==> src/rtl/mips_pipe_pkg.sv <==
// Shared definitions for the MIPS pipeline front end: reset defaults,
// fetch FSM states and instruction field positions used by control.
package mips_pipe_pkg;

    localparam logic [31:0] RESET_PC_DEF  = 32'h0040_0000;
    localparam logic [31:0] NOP_INSTR_DEF = 32'h0000_0000;

    localparam int OP_LSB    = 26;
    localparam int FUNCT_MSB = 5;

    typedef enum logic [1:0] {
        FETCH = 2'd0,
        HOLD  = 2'd1,
        DROP  = 2'd2
    } fetch_state_t;

endpackage

==> src/rtl/fetch_stage_if_id_reg.sv <==
// IF/ID pipeline register: flush beats load, otherwise contents hold.
// Ports: clk, rst_n, load_i, flush_i, {instr,pc,pc_plus4}_i -> *_o, valid_o.
module if_id_reg
    import mips_pipe_pkg::*;
#(
    parameter logic [31:0] NOP_INSTR = NOP_INSTR_DEF
) (
    input  logic        clk,
    input  logic        rst_n,
    input  logic        load_i,
    input  logic        flush_i,
    input  logic [31:0] instr_i,
    input  logic [31:0] pc_i,
    input  logic [31:0] pc_plus4_i,
    output logic [31:0] instr_o,
    output logic [31:0] pc_o,
    output logic [31:0] pc_plus4_o,
    output logic        valid_o
);

    logic [31:0] instr_q, instr_d;
    logic [31:0] pc_q, pc_d;
    logic [31:0] pc_plus4_q, pc_plus4_d;
    logic        valid_q, valid_d;

    always_comb begin
        instr_d    = instr_q;
        pc_d       = pc_q;
        pc_plus4_d = pc_plus4_q;
        valid_d    = valid_q;
        if (flush_i) begin
            instr_d = NOP_INSTR;
            valid_d = 1'b0;
        end else if (load_i) begin
            instr_d    = instr_i;
            pc_d       = pc_i;
            pc_plus4_d = pc_plus4_i;
            valid_d    = 1'b1;
        end
    end

    always_ff @(posedge clk or negedge rst_n) begin
        if (!rst_n) begin
            instr_q    <= NOP_INSTR;
            pc_q       <= 32'd0;
            pc_plus4_q <= 32'd0;
            valid_q    <= 1'b0;
        end else begin
            instr_q    <= instr_d;
            pc_q       <= pc_d;
            pc_plus4_q <= pc_plus4_d;
            valid_q    <= valid_d;
        end
    end

    assign instr_o    = instr_q;
    assign pc_o       = pc_q;
    assign pc_plus4_o = pc_plus4_q;
    assign valid_o    = valid_q;

endmodule

==> src/rtl/fetch_stage.sv <==
// Instruction fetch: PC, one-outstanding imem req/ack, 1-entry stall buffer,
// redirect flush. Ports: imem_* handshake, stall_i, redirect_*, IF/ID outputs.
module fetch_stage
    import mips_pipe_pkg::*;
#(
    parameter logic [31:0] RESET_PC  = RESET_PC_DEF,
    parameter logic [31:0] NOP_INSTR = NOP_INSTR_DEF
) (
    input  logic        clk,
    input  logic        rst_n,
    output logic        imem_req_o,
    output logic [31:0] imem_addr_o,
    input  logic        imem_ack_i,
    input  logic [31:0] imem_rdata_i,
    input  logic        stall_i,
    input  logic        redirect_i,
    input  logic [31:0] redirect_pc_i,
    output logic [31:0] instr_o,
    output logic [31:0] pc_o,
    output logic [31:0] pc_plus4_o,
    output logic        instr_valid_o,
    output logic [5:0]  instr_op_o,
    output logic [5:0]  instr_funct_o
);

    fetch_state_t state_q, state_d;
    logic [31:0]  fetch_pc_q, fetch_pc_d;
    logic [31:0]  drop_addr_q, drop_addr_d;
    logic [31:0]  buf_instr_q, buf_instr_d;
    logic [31:0]  buf_pc_q, buf_pc_d;

    logic        complete;
    logic        ifid_load;
    logic        ifid_flush;
    logic [31:0] ifid_instr;
    logic [31:0] ifid_pc;
    logic [31:0] fetch_pc_p4;

    // Gated by rst_n so the request drops the moment reset asserts.
    assign imem_req_o  = rst_n && (state_q == FETCH || state_q == DROP);
    assign imem_addr_o = (state_q == DROP) ? drop_addr_q : fetch_pc_q;
    assign complete    = imem_req_o && imem_ack_i;
    assign fetch_pc_p4 = fetch_pc_q + 32'd4;

    always_comb begin
        state_d     = state_q;
        fetch_pc_d  = fetch_pc_q;
        drop_addr_d = drop_addr_q;
        buf_instr_d = buf_instr_q;
        buf_pc_d    = buf_pc_q;
        ifid_load   = 1'b0;
        ifid_flush  = 1'b0;
        ifid_instr  = buf_instr_q;
        ifid_pc     = buf_pc_q;

        if (redirect_i) begin
            ifid_flush  = 1'b1;
            buf_instr_d = NOP_INSTR;
            buf_pc_d    = 32'd0;
            fetch_pc_d  = redirect_pc_i & ~32'h3;
            // A live request cannot be withdrawn: keep its address
            // on the bus and swallow the ack in DROP.
            if (state_q == FETCH && !complete) begin
                state_d     = DROP;
                drop_addr_d = fetch_pc_q;
            end else begin
                state_d = FETCH;
            end
        end else begin
            unique case (state_q)
                FETCH: begin
                    if (complete) begin
                        fetch_pc_d = fetch_pc_p4;
                        if (stall_i) begin
                            buf_instr_d = imem_rdata_i;
                            buf_pc_d    = fetch_pc_q;
                            state_d     = HOLD;
                        end else begin
                            ifid_load  = 1'b1;
                            ifid_instr = imem_rdata_i;
                            ifid_pc    = fetch_pc_q;
                        end
                    end else if (!stall_i) begin
                        ifid_flush = 1'b1;
                    end
                end
                HOLD: begin
                    if (!stall_i) begin
                        ifid_load = 1'b1;
                        state_d   = FETCH;
                    end
                end
                DROP: begin
                    if (complete) begin
                        state_d = FETCH;
                    end
                end
                default: begin
                    state_d = FETCH;
                end
            endcase
        end
    end

    always_ff @(posedge clk or negedge rst_n) begin
        if (!rst_n) begin
            state_q     <= FETCH;
            fetch_pc_q  <= RESET_PC & ~32'h3;
            drop_addr_q <= 32'd0;
            buf_instr_q <= NOP_INSTR;
            buf_pc_q    <= 32'd0;
        end else begin
            state_q     <= state_d;
            fetch_pc_q  <= fetch_pc_d;
            drop_addr_q <= drop_addr_d;
            buf_instr_q <= buf_instr_d;
            buf_pc_q    <= buf_pc_d;
        end
    end

    if_id_reg #(
        .NOP_INSTR(NOP_INSTR)
    ) u_if_id (
        .clk        (clk),
        .rst_n      (rst_n),
        .load_i     (ifid_load),
        .flush_i    (ifid_flush),
        .instr_i    (ifid_instr),
        .pc_i       (ifid_pc),
        .pc_plus4_i (ifid_pc + 32'd4),
        .instr_o    (instr_o),
        .pc_o       (pc_o),
        .pc_plus4_o (pc_plus4_o),
        .valid_o    (instr_valid_o)
    );

    assign instr_op_o    = instr_o[31:OP_LSB];
    assign instr_funct_o = instr_o[FUNCT_MSB:0];

endmodule

==> config.mk <==
export PLATFORM = sky130hd
export DESIGN_NAME = fetch_stage
export DESIGN_NICKNAME = d
export VERILOG_FILES = /design/src/rtl/mips_pipe_pkg.sv /design/src/rtl/fetch_stage_if_id_reg.sv /design/src/rtl/fetch_stage.sv
export SDC_FILE = /design/constraint.sdc
export NUM_CORES = 1
export LEC_CHECK = 0
export ABC_AREA = 1
export CAP_MARGIN = 20
export CORE_AREA = 2 2 158 198
export DETAILED_ROUTE_END_ITERATION = 16
export DIE_AREA = 0 0 160 200
export GPL_ROUTABILITY_DRIVEN = 0
export GPL_TIMING_DRIVEN = 0
export PLACE_DENSITY = 0.61
export SYNTH_ARGS = -nofsm -noshare
export SYNTH_HDL_FRONTEND = slang
export SYNTH_SLANG_ARGS = --single-unit
==> constraint.sdc <==
create_clock -name clk -period 2 [get_ports clk]
set_clock_uncertainty 0.05 [all_clocks]
set_input_delay 0.6 -clock clk [delete_from_list [all_inputs] [get_ports clk]]
set_output_delay 0.6 -clock clk [all_outputs]
set_load 0.02 [all_outputs]
==> impl_metrics.csv <==
group,metric,value,unit
die,io_pins,211,
outcome,violations,"setup timing",
synthesis,postSynthAreaPerCell,7.57,sq um
cts,clock_latency,0.54,ns
power,p_leak,8.50,nW
die,die-area,32000,sq um
cells_and_area,area_delta_synth_final,58.0,%
routing,ant_nets,0,
power,p_per_area,781,nW/um^2
setup_path,critPathLaunchType,"flop",
timing,hold_viol,0,
synthesis,yosysMostFrequentCell,"nand2_1",
cts,clockBufferDepth,3,
routing,routed-wl-met3,2.76,mm
outcome,status,"complete, but fails checks",
setup_path,crit_type,"flop to output pin",
cts,numCtsBuffers,24,
synthesis,yosys.cell_types.count,41,
setup_path,crit_slowest_cell,"dfrtp_2",
die,initial_utilization,0.376,
setup_path,rr_worst_depth,15,
routing,vias,12295,
timing,fin_crit_sh,1.23,
setup_path,required,1.35,ns
grt,track_usage,0.260,
synthesis,syn_inst,1493,
placement,portBuffers,206,
synthesis,synth_top_family_by_area,"simple AND/OR/NAND/NOR gates",
placement,place_ws,-1.95,ns
setup_path,critPathMaxFanout,10,
synthesis,synth_area,11300,sq um
setup_path,worst_ep_arrival_time,1.82,ns
timing,fin_tns_setup,-30.71,ns
timing,clock.fmax,405,MHz
grt,antenna_found_initial,2,
synthesis,async_reset_ff_frac,1.00,
grt,grt-ovfl-total,0,
placement,place_hpwl,29.0,mm
routing,top_layer_used,"met4",
timing,fin_crit,2.47,ns
synthesis,synth_xor_area_frac,0.00775,
setup_path,path_cells,"nand2_8 > clkbuf_8 > nor2_1 > a21oi_2 > buf_4",
setup_path,max_stage_delay,0.56,ns
power,seqPwrFrac,0.395,
routing,met1_length,17.7,mm
timing,whs,0.0132,ns
synthesis,synth_compound_area_frac,0.162,
timing,tightest_slew,0.765,ns
die,core_area,30000,sq um
grt,grt_pass1_wl,65.2,mm
power,p_switching,4.74,mW
synthesis,yosys-top-cells-area,"dfrtp_1, nand2_1, o21ai_0",
cts,path_clk_slew,0.06,ns
grt,grt_pass1_vias,11715,
die,rows,71,
setup_path,reg2reg_from,"state_q[0]",
cts,cts-root-buf,"clkbuf_16",
power,pwr-share-clk,0.321,
cells_and_area,layout.nets,1938,
synthesis,synth_common_cells,"nand2_1, dfrtp_1, o21ai_0",
routing,drc_errors,0,
cells_and_area,final_cells,2287,
timing,slew_headroom,0.487,
synthesis,ys_seq_elements,219,
routing,firstDrtPassIters,7,
synthesis,yosys_warnings,0,
synthesis,synth_simple_gate_area_frac,0.260,
routing,wl,44.9,mm
cts,cts.sinks,219,
routing,wl_met2,22.0,mm
power,irDropWorstVdd,633,uV
routing,drt-vias-per-instance,5.38,
synthesis,synth_edf_count,0,
power,p_int,9.20,mW
synthesis,yosys.area.top_type,"dfrtp_1",
synthesis,synth_top_area_share,0.483,
timing,setup_viol,97,
synthesis,synthMuxAreaShare,0,
synthesis,synth_fa_ha_area_frac,0.00221,
placement,dp.cells,2102,
cells_and_area,post-route-util,0.594,
synthesis,synth_ff_type,"dfrtp_1",
min_path,worstHoldPathType,"input port to async pin",
timing,fin_ws,-0.467,ns
cts,htree_levels,1,
cells_and_area,drive_gt1_frac,0.319,
setup_path,reg2reg_slack,-0.43,ns
die,die_w,160,um
routing,drt_iter0_markers,1064,
die,die_y,200,um
timing,slew_viol_final,0,
grt,grt_max_degree,60,
routing,avgRoutedWirePerCell,19.6,um
synthesis,seq_area_frac_synth,0.485,
power,pwr-share-comb,0.284,
run,max_cap_violations,0,
cts,cts_tree,"yes",
power,p_sw_frac,0.340,
timing,rsz0062_at_grt,"true",
setup_path,r2r-end,"u_if_id.pc_plus4_o[10]",
setup_path,endpoint_kind,"output pin",
-- layout by cell type (no fill, tap or decap), types with 19 or more instances in the layout --
| master | instances |
|---|---|
| buf_4 | 127 |
| o21ai_0 | 127 |
| o21ai_1 | 57 |
| clkbuf_16 | 34 |
| o22ai_1 | 55 |
| buf_6 | 61 |
| nand2_4 | 40 |
| clkbuf_1 | 26 |
| nand3_1 | 83 |
| nor2_4 | 46 |
| nand2_1 | 295 |
| dfrtp_1 | 204 |
| nor2_1 | 102 |
| nand2_2 | 38 |
| a21oi_2 | 19 |
| clkdlybuf4s50_1 | 62 |
| dlygate4sd2_1 | 97 |
| o21ai_2 | 20 |
| inv_1 | 104 |
| nor2_2 | 48 |
-- sequential cells by signal, summed over array words and instances, names as in the netlist --
register / cells
buf_instr_q: 32
buf_pc_q: 31
drop_addr_q: 30
fetch_pc_q: 30
state_q: 2
u_if_id.instr_o: 32
u_if_id.pc_o: 31
u_if_id.pc_plus4_o: 30
u_if_id.valid_o: 1
-- worst max-delay path by stage --
stage | from | to | slack (ns) | depth (start not counted)
detailed placement | rst_n | u_if_id.pc_plus4_o[21] | -1.95 | 13
CTS | state_q[0] | imem_addr_o[7] | -0.40 | 5
global placement | rst_n | u_if_id.pc_plus4_o[21] | -9.55 | 12
global route | state_q[0] | u_if_id.pc_plus4_o[10] | -0.50 | 15
floorplan | redirect_i | u_if_id.pc_plus4_o[22] | -0.19 | 14
finish | state_q[1] | imem_addr_o[29] | -0.47 | 5
-- metal layers --
layer  track usage  vias to the layer above
met5             0                        -
met4         0.125                        0
met3        0.0314                      154
met2         0.450                      560
met1         0.325                     5917
li1              -                     5664
-- power groups by stage --
stage | registers (mW) | clock network (mW) | logic, mW
2_1_floorplan | 5.63 | 0 | 1.42
3_3_place_gp | 5.48 | 0 | 3.17
3_5_place_dp | 5.49 | 0 | 3.21
4_1_cts | 5.42 | 4.51 | 3.41
5_1_grt | 5.56 | 4.70 | 4.24
6_report | 5.50 | 4.48 | 3.96
-- cells by family (layout without fill, tap and decap cells) --
kind of cell / Yosys count / after routing
other cells: 1 / 3
compound gates: 336 / 336
buf+inv: 221 / 611
simple gates: 704 / 705
xor+xnor: 10 / 10
fa+ha+maj: 2 / 2
flops: 219 / 219
-- worst max-delay path, delay by kind of cell (launching register included) --
kind,cells,cell delay (ns)
AND/OR/NAND/NOR,2,0.29
AO/OA/AOI/OAI,1,0.05
buffers and inverters,2,0.37
flip-flops,1,0.56
-- repair_timing --
item                       in CTS  in global routing
setup endpoints to repair     359                247
pin swaps                      65                 58
cloned                          6                 11
hold buffers                    4                  0
setup buffers                  76                 54
hold endpoints to repair       49                  0
gates resized for setup       628                333
-- cell type report --
| class | instances | area, sq um |
|---|---|---|
| Antenna cell | 1 | 2.50 |
| Buffer | 92 | 778 |
| Clock buffer | 37 | 719 |
| Clock inverter | 7 | 75.1 |
| Fill cell | 2619 | 12200 |
| Inverter | 121 | 477 |
| Multi-Input combinational cell | 1055 | 6260 |
| Sequential cell | 219 | 5500 |
| Tap cell | 401 | 502 |
| Timing Repair Buffer | 354 | 3530 |
-- per-stage QoR --
step / cell area (sq um) / power [mW]
finish: 17800 / 13.9
global route: 17800 / 14.5
CTS: 16400 / 13.3
detailed placement: 14000 / 8.70
global placement: 13900 / 8.65
floorplan: 11400 / 7.05
Power figures use the tool's default switching activity.
==> RTL edit 1 (config.mk and constraints unchanged) <==
Make the reset (`rst_n`) synchronous in 2 clocked blocks.
--- a/src/rtl/fetch_stage_if_id_reg.sv
+++ b/src/rtl/fetch_stage_if_id_reg.sv
@@ -39,7 +39,7 @@
         end
     end
 
-    always_ff @(posedge clk or negedge rst_n) begin
+    always_ff @(posedge clk) begin
         if (!rst_n) begin
             instr_q    <= NOP_INSTR;
             pc_q       <= 32'd0;
--- a/src/rtl/fetch_stage.sv
+++ b/src/rtl/fetch_stage.sv
@@ -102,7 +102,7 @@
         end
     end
 
-    always_ff @(posedge clk or negedge rst_n) begin
+    always_ff @(posedge clk) begin
         if (!rst_n) begin
             state_q     <= FETCH;
             fetch_pc_q  <= RESET_PC & ~32'h3;
Check against the original RTL: not equivalent (Yosys sat finds a counterexample within 4 cycles, from zero or initial values and one cycle with rst_n low; the reset may be asserted at any time).
==> RTL edit 1 against the unedited design <==
- the flow still finishes with violations (negative setup slack)
- global-route usage shrank 1.7 points
- critical endpoint is now imem_addr_o[9]
- sequential share of layout area shrank 3.1 points
- routed wire length shrank 8.1%
- synthesized area shrank 6.5%
- setup slack gained 41 ps
- final area shrank 12%
- highest routed layer unchanged
- critical path depth grew 2
- synthesized cell count grew 4.5%
- sequential cell count shrank 2
Power is not compared: it rests on default switching activity, and its combinational part moved more than twofold at a synthesized area within 25%.
==> RTL edit 1: results (changes against the unedited design) <==
Final WS setup=-425 ps (+41.5 ps); initial antenna violation count=1 (-1); failing checks=negative setup slack; top post-synthesis cells by count=357 x nand2_1, 217 x dfxtp_1, 185 x o21ai_0; First-pass DRT Iterations=5 (-2); first-pass GRT wire length=61700 µm (-5.5%); Num CTS Buffers=23 (-4.2%); Syn Area/Cell=6.77 µm² (-11%); placed cell area=13200 µm² (-5.7%); dpl hpwl=29600 µm (+2.2%); sequential fraction of the synthesis area=41.1% (-7.4 points); # fillers=2918 (+11%); status=finished with violations; Critical Path Start=state_q[1]; gr usage total=24.2% (-1.7 points); synth top area cells=dfxtp_1 41%, nand2_1 13%, o21ai_0 8.8%, nor2_1 6.2%, a21oi_1 5.5%; largest net degree at the start of global routing=14 (-77%); Setup TNS Final=-18080 ps (+12630 ps); final net count=1936 (-0.10%); Synth Flop Type=dfxtp_1; vias in the first global route=11300 (-3.4%); Post-synth ARST share=0% (-100 points); share of layout cells above drive strength 1=25.0% (-6.9 points); Finish-stage setup viols=57 (-41%); reg2reg start=state_q[0]; Worst EP arrival=1780 ps (-40 ps); worst slew pin tran=788 ps (+22.8 ps)
RTL edit 1: cell families after synthesis:
family	count (synthesis)	share of synthesized area, %
XOR/XNOR	17	1.41
multiplexers	1	0.107
adder cells (fa/ha/maj)	2	0.237
AND/OR/NAND/NOR	657	25.8
AO/OA/AOI/OAI	408	21.0
flip-flops	217	41.1
buffers and inverters	257	10.3
other	1	0.0355
RTL edit 1: through the flow:
| step | instances | total power [mW] |
|---|---|---|
| after CTS | 2252 | 10.3 |
| after global placement | 2167 | 6.03 |
| final | 2281 | 10.5 |
| after floorplan | 1565 | 5.40 |
| after global routing | 2280 | 10.8 |
| after detailed placement | 2167 | 6.05 |
RTL edit 1: worst max-delay path: stages, from the launching register on:
cell	delay (ps)
dfxtp_4	370
inv_4	50
nor2_4	180
buf_12	180
buf_6	110
buf_8	120
o21ai_1	70
buf_4	160
RTL edit 1: power groups by stage:
stage               clock network, mW  registers (mW)  logic [mW]
finish                           4.22            4.63        1.62
global route                     4.41            4.65        1.73
global placement                    0            4.69        1.34
CTS                              4.25            4.61        1.45
detailed placement                  0            4.69        1.35
floorplan                           0            4.71       0.691
RTL edit 1: area by class of cell:
cell class / instances / area [µm²] / area share (%)
Buffer: 105 / 827 / 5.24
Clock inverter: 11 / 80.1 / 0.507
Tap cell: 401 / 502 / 3.18
Multi-Input combinational cell: 1091 / 6180 / 39.1
Clock buffer: 28 / 634 / 4.02
Sequential cell: 217 / 4370 / 27.7
Timing Repair Buffer: 284 / 2640 / 16.7
Inverter: 143 / 559 / 3.54
Antenna cell: 1 / 2.50 / 0.0158
RTL edit 1: final timing paths:
path         slack (ps)                     end  cells after the start
max reg2reg        -390  u_if_id.pc_plus4_o[16]                     17
max                -430          imem_addr_o[9]                      7
min                 410            buf_pc_q[31]                      2
min reg2reg         410            buf_pc_q[31]                      2
RTL edit 1: repair_timing:
item,CTS,global route
endpoints found under the setup margin,325,213
buffers inserted,49,29
resized for setup,535,286
pin swaps,58,48
hold buffers,0,0
gates cloned,5,2
RTL edit 1: metal layers:
layer	vias to the layer above	wire (µm)	GRT usage [%]
met3	149	2890	3.70
met5	-	0	0
li1	5722	-	-
met4	0	2570	12.9
met1	5571	15800	28.3
met2	529	20000	43.1
==> RTL edit 2 (config.mk and constraints unchanged) <==
Made on the original files. Take the reset off `buf_pc_q` and load it in a clocked block of its own.
--- a/src/rtl/fetch_stage.sv
+++ b/src/rtl/fetch_stage.sv
@@ -108,14 +108,16 @@
             fetch_pc_q  <= RESET_PC & ~32'h3;
             drop_addr_q <= 32'd0;
             buf_instr_q <= NOP_INSTR;
-            buf_pc_q    <= 32'd0;
         end else begin
             state_q     <= state_d;
             fetch_pc_q  <= fetch_pc_d;
             drop_addr_q <= drop_addr_d;
             buf_instr_q <= buf_instr_d;
-            buf_pc_q    <= buf_pc_d;
         end
+    end
+
+    always_ff @(posedge clk) begin
+        buf_pc_q <= buf_pc_d;
     end
 
     if_id_reg #(
Function: not settled (the Yosys comparison gave no result); the edit may change what the design does.
==> RTL edit 2 against the unedited design <==
- the flow still finishes with violations (negative setup slack)
- cell count shrank 6.4%
- core utilization shrank 7.5 points
- non-clock buffer count shrank 107
- synthesized cell count shrank 2.7%
- routed wire length shrank 13%
- sequential power shrank 3%
- synthesized area shrank 2.6%
- setup slack gained 39 ps
- fmax grew 1.6%
- worst hold slack lost 9.3 ps
- final area shrank 13%
- sequential cell count shrank 2
- total power shrank 5.0%
- largest cell class unchanged
==> RTL edit 2: results (changes against the unedited design) <==
status=finished with violations; failing checks=negative setup slack; dpl hpwl=28000 µm (-3.5%); first-pass GRT wire length=60300 µm (-7.6%); synth top area cells=dfrtp_1 42%, nand2_1 12%, o21ai_0 6.3%, nor2_1 5.6%, dfxtp_1 5.5%; top post-synthesis cells by count=359 x nand2_1, 186 x dfrtp_1, 163 x nor2_1; Final WS setup=-428 ps (+39.3 ps); xor/xnor share of the synthesized area=1.51% (+0.74 points); Worst EP arrival=1780 ps (-40 ps); First-pass DRT Iterations=6 (-1); placed cell area=13700 µm² (-2.2%); vias in the first global route=10700 (-8.3%); # fillers=2915 (+11%); sequential fraction of the synthesis area=48.0% (-0.54 points); share of layout cells above drive strength 1=20.4% (-12 points); leakage power=8.00 nW (-5.8%); Routed WL per cell=18.2 µm (-7.0%); initial antenna violation count=0 (-2); gr usage total=23.6% (-2.3 points); largest net degree at the start of global routing=106 (+77%); adder-cell share of the synthesized area=0.227% (+0.0058 points); Reg2Reg Setup Slack=-370 ps (+60 ps); pre-CTS WS=-1250 ps (+697 ps); VDD IR-drop max=0.000535 V (-15%); final net count=1793 (-7.5%); Yosys cell types=40 (-2.4%); Finish-stage setup viols=189 (+95%); via-per-instance ratio=5.25 (-2.4%)
RTL edit 2: kinds of logic after synthesis:
kind of cell | count (synthesis)
simple gates | 695
other cells | 1
flops | 217
compound gates | 306
buf+inv | 212
fa+ha+maj | 2
xor+xnor | 19
RTL edit 2: area by class of cell:
| class | instances | area (µm²) | share of cell area [%] |
|---|---|---|---|
| Multi-Input combinational cell | 1029 | 5420 | 34.8 |
| Sequential cell | 217 | 5290 | 33.9 |
| Timing Repair Buffer | 239 | 2430 | 15.6 |
| Clock buffer | 38 | 734 | 4.71 |
| Buffer | 100 | 717 | 4.60 |
| Tap cell | 401 | 502 | 3.22 |
| Inverter | 111 | 424 | 2.72 |
| Clock inverter | 5 | 75.1 | 0.482 |
| Antenna cell | 1 | 2.50 | 0.0161 |
RTL edit 2: timing repair:
action / 4_1_cts / 5_1_grt
pin swaps: 5 / 21
buffers inserted: 13 / 17
setup endpoints to repair: 352 / 315
resized for setup: 323 / 191
endpoints found under the hold margin: 39 / 0
cloned: 3 / 2
hold buffers: 2 / 0
RTL edit 2: per-stage QoR:
step           setup TNS (ps)  cells  hold WS [ps]  total power, mW
6_report               -34810   2141          3.89             13.2
5_1_grt                -55580   2140          14.7             13.8
4_1_cts                -53670   2122         0.106             13.2
2_1_floorplan           -1630   1457           254             6.92
3_3_place_gp         -3192450   2060           415             8.46
3_5_place_dp          -239110   2061           417             8.50
RTL edit 2: power breakdown:
part           internal [mW]  total [mW]  leakage, nW  switching, mW
registers               4.92        5.36         2.70          0.441
logic                   1.33        3.31         4.90           1.98
clock network           2.76        4.58        0.399           1.82
total                   9.01        13.2         8.00           4.24
RTL edit 2: path summary, 6_finish.rpt:
check | start | to | cells after the start
setup / recovery | state_q[0] | imem_addr_o[31] | 6
hold / removal | rst_n | u_if_id.pc_o[19] | 1
setup reg to reg | state_q[1] | u_if_id.pc_plus4_o[30] | 15
hold reg to reg | u_if_id.pc_o[8] | u_if_id.pc_o[8] | 2
max in group asynchronous | rst_n | u_if_id.pc_o[23] | 3
min in group clk | u_if_id.pc_o[8] | u_if_id.pc_o[8] | 2
RTL edit 2: layer usage:
metal	vias to the layer above	share of wire (%)	track usage, %
met5	-	0	0
met4	0	3.5	8.01
met3	87	6.1	2.81
met2	442	49	40.5
met1	5400	42	31.3
li1	5303	-	-
RTL edit 2: critical path, cell delays in order (launching register included):
cell	delay, ps
dfrtp_2	470
inv_4	130
nand2_8	120
buf_8	180
nor2_2	120
a21oi_2	60
buf_4	170
